<file path="src/rtl/bp_fe_pkg.sv">
// Shared types and constants for the front-end branch history table controller.
package bp_fe_pkg;

  typedef enum logic [1:0] {
    StInit,
    StIdle,
    StUpdRd,
    StUpdWr
  } bht_state_e;

  // 2-bit counter encodings: 00 strong-NT, 01 weak-NT, 10 weak-T, 11 strong-T.
  localparam logic [1:0] bht_ctr_init_c = 2'b01;
  localparam logic [1:0] bht_ctr_max_c  = 2'b11;
  localparam logic [1:0] bht_ctr_min_c  = 2'b00;

endpackage

</file>
<file path="src/rtl/bsg_fifo_1r1w_small.sv">
// Small register-based FIFO with valid/ready enqueue and valid/yumi dequeue.
// A full FIFO still accepts an enqueue in a cycle where the head is consumed.
module bsg_fifo_1r1w_small #(
  parameter int unsigned width_p = 4,
  parameter int unsigned els_p   = 4
) (
  input  logic               clk_i,
  input  logic               reset_n_i,
  input  logic               clear_i,
  input  logic               v_i,
  output logic               ready_o,
  input  logic [width_p-1:0] data_i,
  output logic               v_o,
  input  logic               yumi_i,
  output logic [width_p-1:0] data_o
);

  localparam int unsigned ptr_w_lp = $clog2(els_p);

  logic [width_p-1:0] mem_q [els_p];
  logic [ptr_w_lp:0]  rd_ptr_q, wr_ptr_q;
  logic [ptr_w_lp:0]  rd_ptr_d, wr_ptr_d;
  logic               empty, full, enq, deq;

  // Extra pointer MSB distinguishes full from empty when the indices match.
  assign empty = (rd_ptr_q == wr_ptr_q);
  assign full  = (rd_ptr_q[ptr_w_lp-1:0] == wr_ptr_q[ptr_w_lp-1:0]) &&
                 (rd_ptr_q[ptr_w_lp] != wr_ptr_q[ptr_w_lp]);

  assign v_o     = ~empty;
  assign ready_o = ~full | yumi_i;
  assign enq     = v_i & ready_o;
  assign deq     = yumi_i & ~empty;
  assign data_o  = mem_q[rd_ptr_q[ptr_w_lp-1:0]];

  always_comb begin
    rd_ptr_d = rd_ptr_q;
    wr_ptr_d = wr_ptr_q;
    if (clear_i) begin
      rd_ptr_d = '0;
      wr_ptr_d = '0;
    end else begin
      if (deq) rd_ptr_d = rd_ptr_q + (ptr_w_lp + 1)'(1);
      if (enq) wr_ptr_d = wr_ptr_q + (ptr_w_lp + 1)'(1);
    end
  end

  always_ff @(posedge clk_i or negedge reset_n_i) begin
    if (!reset_n_i) begin
      rd_ptr_q <= '0;
      wr_ptr_q <= '0;
    end else begin
      rd_ptr_q <= rd_ptr_d;
      wr_ptr_q <= wr_ptr_d;
    end
  end

  always_ff @(posedge clk_i) begin
    if (enq && !clear_i) mem_q[wr_ptr_q[ptr_w_lp-1:0]] <= data_i;
  end

endmodule

</file>
<file path="src/rtl/bp_fe_bht_ctrl.sv">
// Branch history table controller: initializes a single-port 2-bit counter array,
// serves fetch lookups, and applies queued branch-resolution updates read-modify-write.
module bp_fe_bht_ctrl
  import bp_fe_pkg::*;
#(
  parameter int unsigned bht_idx_width_p = 3,
  parameter int unsigned upd_els_p       = 4
) (
  input  logic                       clk_i,
  input  logic                       reset_n_i,
  input  logic                       clear_i,
  output logic                       init_done_o,

  input  logic                       r_v_i,
  input  logic [bht_idx_width_p-1:0] r_idx_i,
  output logic                       r_ready_o,
  output logic                       predict_v_o,
  output logic                       predict_o,

  input  logic                       w_v_i,
  input  logic [bht_idx_width_p-1:0] w_idx_i,
  input  logic                       w_taken_i,
  output logic                       w_ready_o,

  output logic                       mem_v_o,
  output logic                       mem_w_o,
  output logic [bht_idx_width_p-1:0] mem_addr_o,
  output logic [1:0]                 mem_data_o,
  input  logic [1:0]                 mem_data_i
);

  bht_state_e                 state_q;
  logic [bht_idx_width_p-1:0] init_cnt_q;
  logic                       init_run_q;
  logic                       init_done_q;
  logic                       predict_v_q;

  logic                       fifo_ready, fifo_v, fifo_yumi;
  logic [bht_idx_width_p:0]   fifo_data;
  logic [bht_idx_width_p-1:0] head_idx;
  logic                       head_taken;
  logic                       lookup_acc;
  logic [1:0]                 ctr_next;

  assign head_idx   = fifo_data[bht_idx_width_p:1];
  assign head_taken = fifo_data[0];

  assign r_ready_o  = (state_q == StIdle) || (state_q == StUpdRd);
  assign lookup_acc = r_v_i & r_ready_o;
  assign w_ready_o  = init_done_q & fifo_ready;
  assign fifo_yumi  = (state_q == StUpdWr) & ~clear_i;

  assign init_done_o = init_done_q;
  assign predict_v_o = predict_v_q;
  assign predict_o   = predict_v_q & mem_data_i[1];

  bsg_fifo_1r1w_small #(
    .width_p(bht_idx_width_p + 1),
    .els_p  (upd_els_p)
  ) u_upd_fifo (
    .clk_i    (clk_i),
    .reset_n_i(reset_n_i),
    .clear_i  (clear_i),
    .v_i      (w_v_i & init_done_q),
    .ready_o  (fifo_ready),
    .data_i   ({w_idx_i, w_taken_i}),
    .v_o      (fifo_v),
    .yumi_i   (fifo_yumi),
    .data_o   (fifo_data)
  );

  // Saturating update of the counter read back in UPD_RD.
  always_comb begin
    ctr_next = mem_data_i;
    if (head_taken) begin
      if (mem_data_i != bht_ctr_max_c) ctr_next = mem_data_i + 2'd1;
    end else begin
      if (mem_data_i != bht_ctr_min_c) ctr_next = mem_data_i - 2'd1;
    end
  end

  // Single array port: a lookup wins whenever it is accepted; r_ready_o is
  // already low in UPD_WR so the write-back cannot collide with it.
  always_comb begin
    mem_v_o    = 1'b0;
    mem_w_o    = 1'b0;
    mem_addr_o = '0;
    mem_data_o = '0;
    if (lookup_acc) begin
      mem_v_o    = 1'b1;
      mem_addr_o = r_idx_i;
    end else if (!clear_i) begin
      unique case (state_q)
        StInit: begin
          if (init_run_q) begin
            mem_v_o    = 1'b1;
            mem_w_o    = 1'b1;
            mem_addr_o = init_cnt_q;
            mem_data_o = bht_ctr_init_c;
          end
        end
        StUpdRd: begin
          mem_v_o    = 1'b1;
          mem_addr_o = head_idx;
        end
        StUpdWr: begin
          mem_v_o    = 1'b1;
          mem_w_o    = 1'b1;
          mem_addr_o = head_idx;
          mem_data_o = ctr_next;
        end
        StIdle: ;
      endcase
    end
  end

  // init_run_q holds off the first init write until the first edge after reset.
  always_ff @(posedge clk_i or negedge reset_n_i) begin
    if (!reset_n_i) begin
      state_q     <= StInit;
      init_cnt_q  <= '0;
      init_run_q  <= 1'b0;
      init_done_q <= 1'b0;
      predict_v_q <= 1'b0;
    end else begin
      predict_v_q <= lookup_acc;
      init_run_q  <= 1'b1;
      if (clear_i) begin
        state_q     <= StInit;
        init_cnt_q  <= '0;
        init_done_q <= 1'b0;
      end else begin
        unique case (state_q)
          StInit: begin
            if (init_run_q) begin
              if (&init_cnt_q) begin
                state_q     <= StIdle;
                init_done_q <= 1'b1;
              end else begin
                init_cnt_q <= init_cnt_q + bht_idx_width_p'(1);
              end
            end
          end
          StIdle: begin
            if (fifo_v && !lookup_acc) state_q <= StUpdRd;
          end
          StUpdRd: begin
            if (!lookup_acc) state_q <= StUpdWr;
          end
          StUpdWr: begin
            state_q <= StIdle;
          end
        endcase
      end
    end
  end

endmodule

</file>
<file path="config.mk">
export PLATFORM = sky130hd
export DESIGN_NAME = bp_fe_bht_ctrl
export DESIGN_NICKNAME = d
export VERILOG_FILES = /design/src/rtl/bp_fe_pkg.sv /design/src/rtl/bsg_fifo_1r1w_small.sv /design/src/rtl/bp_fe_bht_ctrl.sv
export SDC_FILE = /design/constraint.sdc
export NUM_CORES = 1
export LEC_CHECK = 0
export BUFFER_PORTS_ARGS = -buffer_cell sky130_fd_sc_hd__buf_2
export CAP_MARGIN = 20
export CORE_UTILIZATION = 35
export DETAILED_ROUTE_END_ITERATION = 16
export GPL_TIMING_DRIVEN = 0
export PLACE_DENSITY_LB_ADDON = 0.08
export SYNTH_ARGS = -nofsm -noshare
export SYNTH_HDL_FRONTEND = slang
export SYNTH_SLANG_ARGS = --single-unit
</file>
<file path="constraint.sdc">
create_clock -name clk_i -period 2.2 [get_ports clk_i]
set_input_delay 0.44 -clock clk_i [delete_from_list [all_inputs] [get_ports clk_i]]
set_output_delay 0.44 -clock clk_i [all_outputs]
set_load 0.01 [all_outputs]
</file>
==> results summary <==
The total instance count after detailed placement is 213. TritonCTS built the clock tree. The aggregate global routing overflow came out at 0. The number of hold buffers added after cts is 0. The later pin in the worst-skew pair is clocked with a latency of about 0.28 ns.

The worst setup margin came out at -0.00600 ns. The most used flip-flop cell after synthesis is sky130_fd_sc_hd__edfxtp_1. The number of nets produced by synthesis is ~160. Setup repair after global routing could not meet its margin everywhere.

The relative contribution of combinational cells to total power came out at 0.319. The count of synthesis-stage warnings from yosys is 0. After synthesis the netlist holds a flip-flop and latch count of 30.

The total number of vias is between 1,000 and 1,500. The clock sink total came out at 30. Of all nets on the critical path, the largest fanout is 3. The signal on the critical path passes through mux4_2 > nand2_4 > nand3_1 > and3_1 > buf_2.

Once detail routing completed, the nets flagged for antenna violations numbered 0. The height of the chip is approximately 70 µm. The final hold violation count came out at 0. The number of input and output port buffers inserted came out at 25.

In the layout the commonest cells are sky130_fd_sc_hd__buf_2, sky130_fd_sc_hd__edfxtp_1, sky130_fd_sc_hd__nor2_1, sky130_fd_sc_hd__dfrtp_1. The area growth from synthesis to layout is 24.8%. The last weighted congestion value of the routability-driven placer is around 0.74. The maximum vdd drop came out at approximately 0.00029 V. For this run, the register share of the synthesized area comes to 0.507. After detailed routing, the number of remaining DRC violations is 0. The cell family contributing the most delay on the critical path is multiplexers. The worst hold path belongs to the class input port to asynchronous set/reset pin. The max-capacitance violation count came out at 0. The number of non-filler instances in the completed layout is roughly 230. Before antenna repair, the detailed router went through 4 iterations. After layout, the design draws a total of between 1.5 and 2 mW. Summing all flip-flop and latch instances after layout gives approximately 830 µm². The number of rows in the core area came out at 24. The measured slew at the worst slew-check pin is 0.548 ns. The arrival time reported for the critical path endpoint is between 1.5 and 2 ns. The synthesized netlist occupies a cell area of 0.00164 mm². The post-synthesis average cell area came out at 12.0 µm².

Of all flip-flops after synthesis, the portion carrying an async set or reset was 0.467. The number of clock buffers inserted by TritonCTS is 5. The net switching power is between 0.4 and 0.5 mW.

The setup-violating endpoint count in the final report is 1. The all-layer global routing usage came out at 0.149. The final reports fail on negative setup slack. The number of violations reported at the end of detailed-routing iteration 0 came out at 32. The slowest stage of the critical path belongs to the cell sky130_fd_sc_hd__mux4_2. The number of antenna violations at the first check in global routing is 0. The flow ran to the end, but the final reports show violations. The count of flip-flops with a built-in enable after synthesis is 16. The clock slew seen by the registers of the worst setup and hold paths came out at around 0.07 ns.

The largest buffer count on any clock path came out at 2. The post-detailed-placement half-perimeter wirelength came out at 2410 µm. The cell count after synthesis came out at about 140. The library cell used most frequently in the layout, excluding fill and tap cells, is sky130_fd_sc_hd__buf_2. The number of antenna diodes is 0. The internal power summed over all cells is 1.08 mW. For the worst flop-to-flop path, the logic depth is 7. The timing-limited maximum frequency is about 450 MHz. The kind of end point of the critical path is a primary output. The netlist uses 38 different library cells. The peak per-stage delay on the critical path is between 0.5 and 0.6 ns. The static leakage power came out at 0.877 nW. The register share of total power came out at 0.409. The number of buffers and inverters on the critical path is 1. CTS built an H-tree with a depth of 2. The required time of the worst setup path is about 1.8 ns. In this run the number of cells on the critical path is 5. The area used by multi-input combinational logic is 827 µm². The final critical-path share of the clock period is 1.00. The areal power density over the cells is 766 mW/mm². The average wire length per cell after detail routing came out at ~15 µm. The count of filler cells inserted in the layout is between 400 and 500. The detail-routed via count per cell is between 5 and 6. The largest net degree at the start of global routing is 15. The fraction of power consumed by the clock network came out at 0.272. Of the cells placed in the final design, the portion with a size suffix greater than 1 is 0.375. The total count of max-transition violations in the final report was 0. The headroom to the max-slew limit came out at 0.635. The via count of the first global-routing pass came out at around 1,100. The fraction of power spent switching nets is 0.308. The routed design has roughly 3400 µm of wire. The starting density of the core came out at 0.371. The type of the setup path with the least slack is flop to primary output. The total die area is roughly 0.0050 mm². The I/O pin count is 26. The width of the chip is approximately 70 µm.

The post-route clock skew is 0.00419 ns. The tree is rooted in a sky130_fd_sc_hd__clkbuf_8. The startpoint type of the worst setup path is a flop. The first-pass GRT wire length came out at approximately 5400 µm. The utilization after layout is 0.463. The core region area came out at approximately 0.0044 mm². The net total in the final layout came out at about 200. After layout, the minimum clock period comes to 2.21 ns.
-- per-stage QoR --
| step | cell area (µm²) | TNS (ns) | hold slack, ns | worst slack [ns] |
|---|---|---|---|---|
| 4_1_cts | 2000 | -0.0626 | 0.0606 | -0.0363 |
| 5_1_grt | 2040 | -0.279 | 0.0741 | -0.0992 |
| 3_3_place_gp | 1830 | -0.769 | 0.367 | -0.260 |
| 3_5_place_dp | 1830 | -0.959 | 0.368 | -0.333 |
| 2_1_floorplan | 1640 | 0 | 0.144 | 0.0374 |
| 6_report | 2040 | -0.00600 | 0.0625 | -0.00600 |
-- worst register-to-register path, stage by stage (launching register included) --
cell and delay, ns:
sky130_fd_sc_hd__dfrtp_1 0.40, sky130_fd_sc_hd__inv_2 0.10, sky130_fd_sc_hd__ha_4 0.21, sky130_fd_sc_hd__and2_4 0.17, sky130_fd_sc_hd__buf_4 0.15, sky130_fd_sc_hd__a221o_1 0.38, sky130_fd_sc_hd__a31oi_4 0.19, sky130_fd_sc_hd__mux2_4 0.32
-- timing repair --
action / CTS / global route
gates resized for setup: 15 / 9
gates cloned: 0 / 0
pin swaps: 6 / 4
setup endpoints to repair: 6 / 23
buffers inserted: 7 / 2
-- synth_stat cells, types with 3 or more instances --
| cell type | count | area (µm²) |
|---|---|---|
| sky130_fd_sc_hd__nand2_1 | 7 | 26.3 |
| sky130_fd_sc_hd__xor2_1 | 5 | 43.8 |
| sky130_fd_sc_hd__inv_1 | 9 | 33.8 |
| sky130_fd_sc_hd__a21oi_1 | 6 | 30.0 |
| sky130_fd_sc_hd__nor2_1 | 12 | 45.0 |
| sky130_fd_sc_hd__xnor2_1 | 3 | 26.3 |
| sky130_fd_sc_hd__dfrtp_1 | 14 | 350 |
| sky130_fd_sc_hd__ha_1 | 12 | 150 |
| sky130_fd_sc_hd__and2_1 | 6 | 37.5 |
| sky130_fd_sc_hd__nand2b_1 | 3 | 18.8 |
| sky130_fd_sc_hd__o21ai_0 | 7 | 35.0 |
| sky130_fd_sc_hd__edfxtp_1 | 16 | 480 |
| sky130_fd_sc_hd__a22oi_1 | 3 | 22.5 |
| sky130_fd_sc_hd__mux2i_1 | 3 | 30.0 |
| sky130_fd_sc_hd__mux4_2 | 4 | 90.1 |
-- power by group through the flow --
stage | logic [mW] | registers [mW] | clock network, mW
final | 0.500 | 0.640 | 0.425
after global routing | 0.548 | 0.644 | 0.474
after CTS | 0.475 | 0.640 | 0.447
after detailed placement | 0.381 | 0.656 | 0
after global placement | 0.380 | 0.656 | 0
after floorplan | 0.271 | 0.655 | 0
-- worst paths after layout --
path / startpoint / endpoint / slack [ns]
worst max-delay path: u_upd_fifo.rd_ptr_q[0] / mem_data_o[0] / -0.006
worst min-delay path: reset_n_i / u_upd_fifo.wr_ptr_q[2] / 0.06
worst max register to register: state_q[1] / state_q[0] / 0.18
worst min register to register: init_cnt_q[1] / init_cnt_q[1] / 0.57
max in group asynchronous: reset_n_i / u_upd_fifo.rd_ptr_q[1] / 1.85
min in group clk_i: w_taken_i / u_upd_fifo.mem_q[3][0] / 0.37
-- layer usage --
layer	up-vias	track usage	routed length [µm]
met5	-	0	0
met4	0	0.0467	40
met3	5	0.0563	144
met2	24	0.238	1690
met1	553	0.186	1560
li1	560	-	-
-- state kept, by name, summed over array words and instances, names as in the netlist --
register,count
predict_v_o,1
u_upd_fifo.rd_ptr_q,3
u_upd_fifo.mem_q,16
init_run_q,1
init_done_o,1
state_q,2
u_upd_fifo.wr_ptr_q,3
init_cnt_q,3
-- kinds of logic after synthesis --
kind of cell	share of synthesized area
simple gates	0.120
flops	0.507
compound gates	0.115
buf+inv	0.0390
fa+ha+maj	0.0917
xor+xnor	0.0428
mux	0.0825
other cells	0.00229
-- final cells by class --
cell class / count / area share
clock buffer: 5 / 0.0337
sequential: 30 / 0.408
clock inverter: 3 / 0.00796
inverter: 9 / 0.0165
tap: 52 / 0.0318
multi-input combinational: 93 / 0.405
timing repair buffer: 34 / 0.0942
buffer: 2 / 0.00367
(Power assumes the default switching activity.)
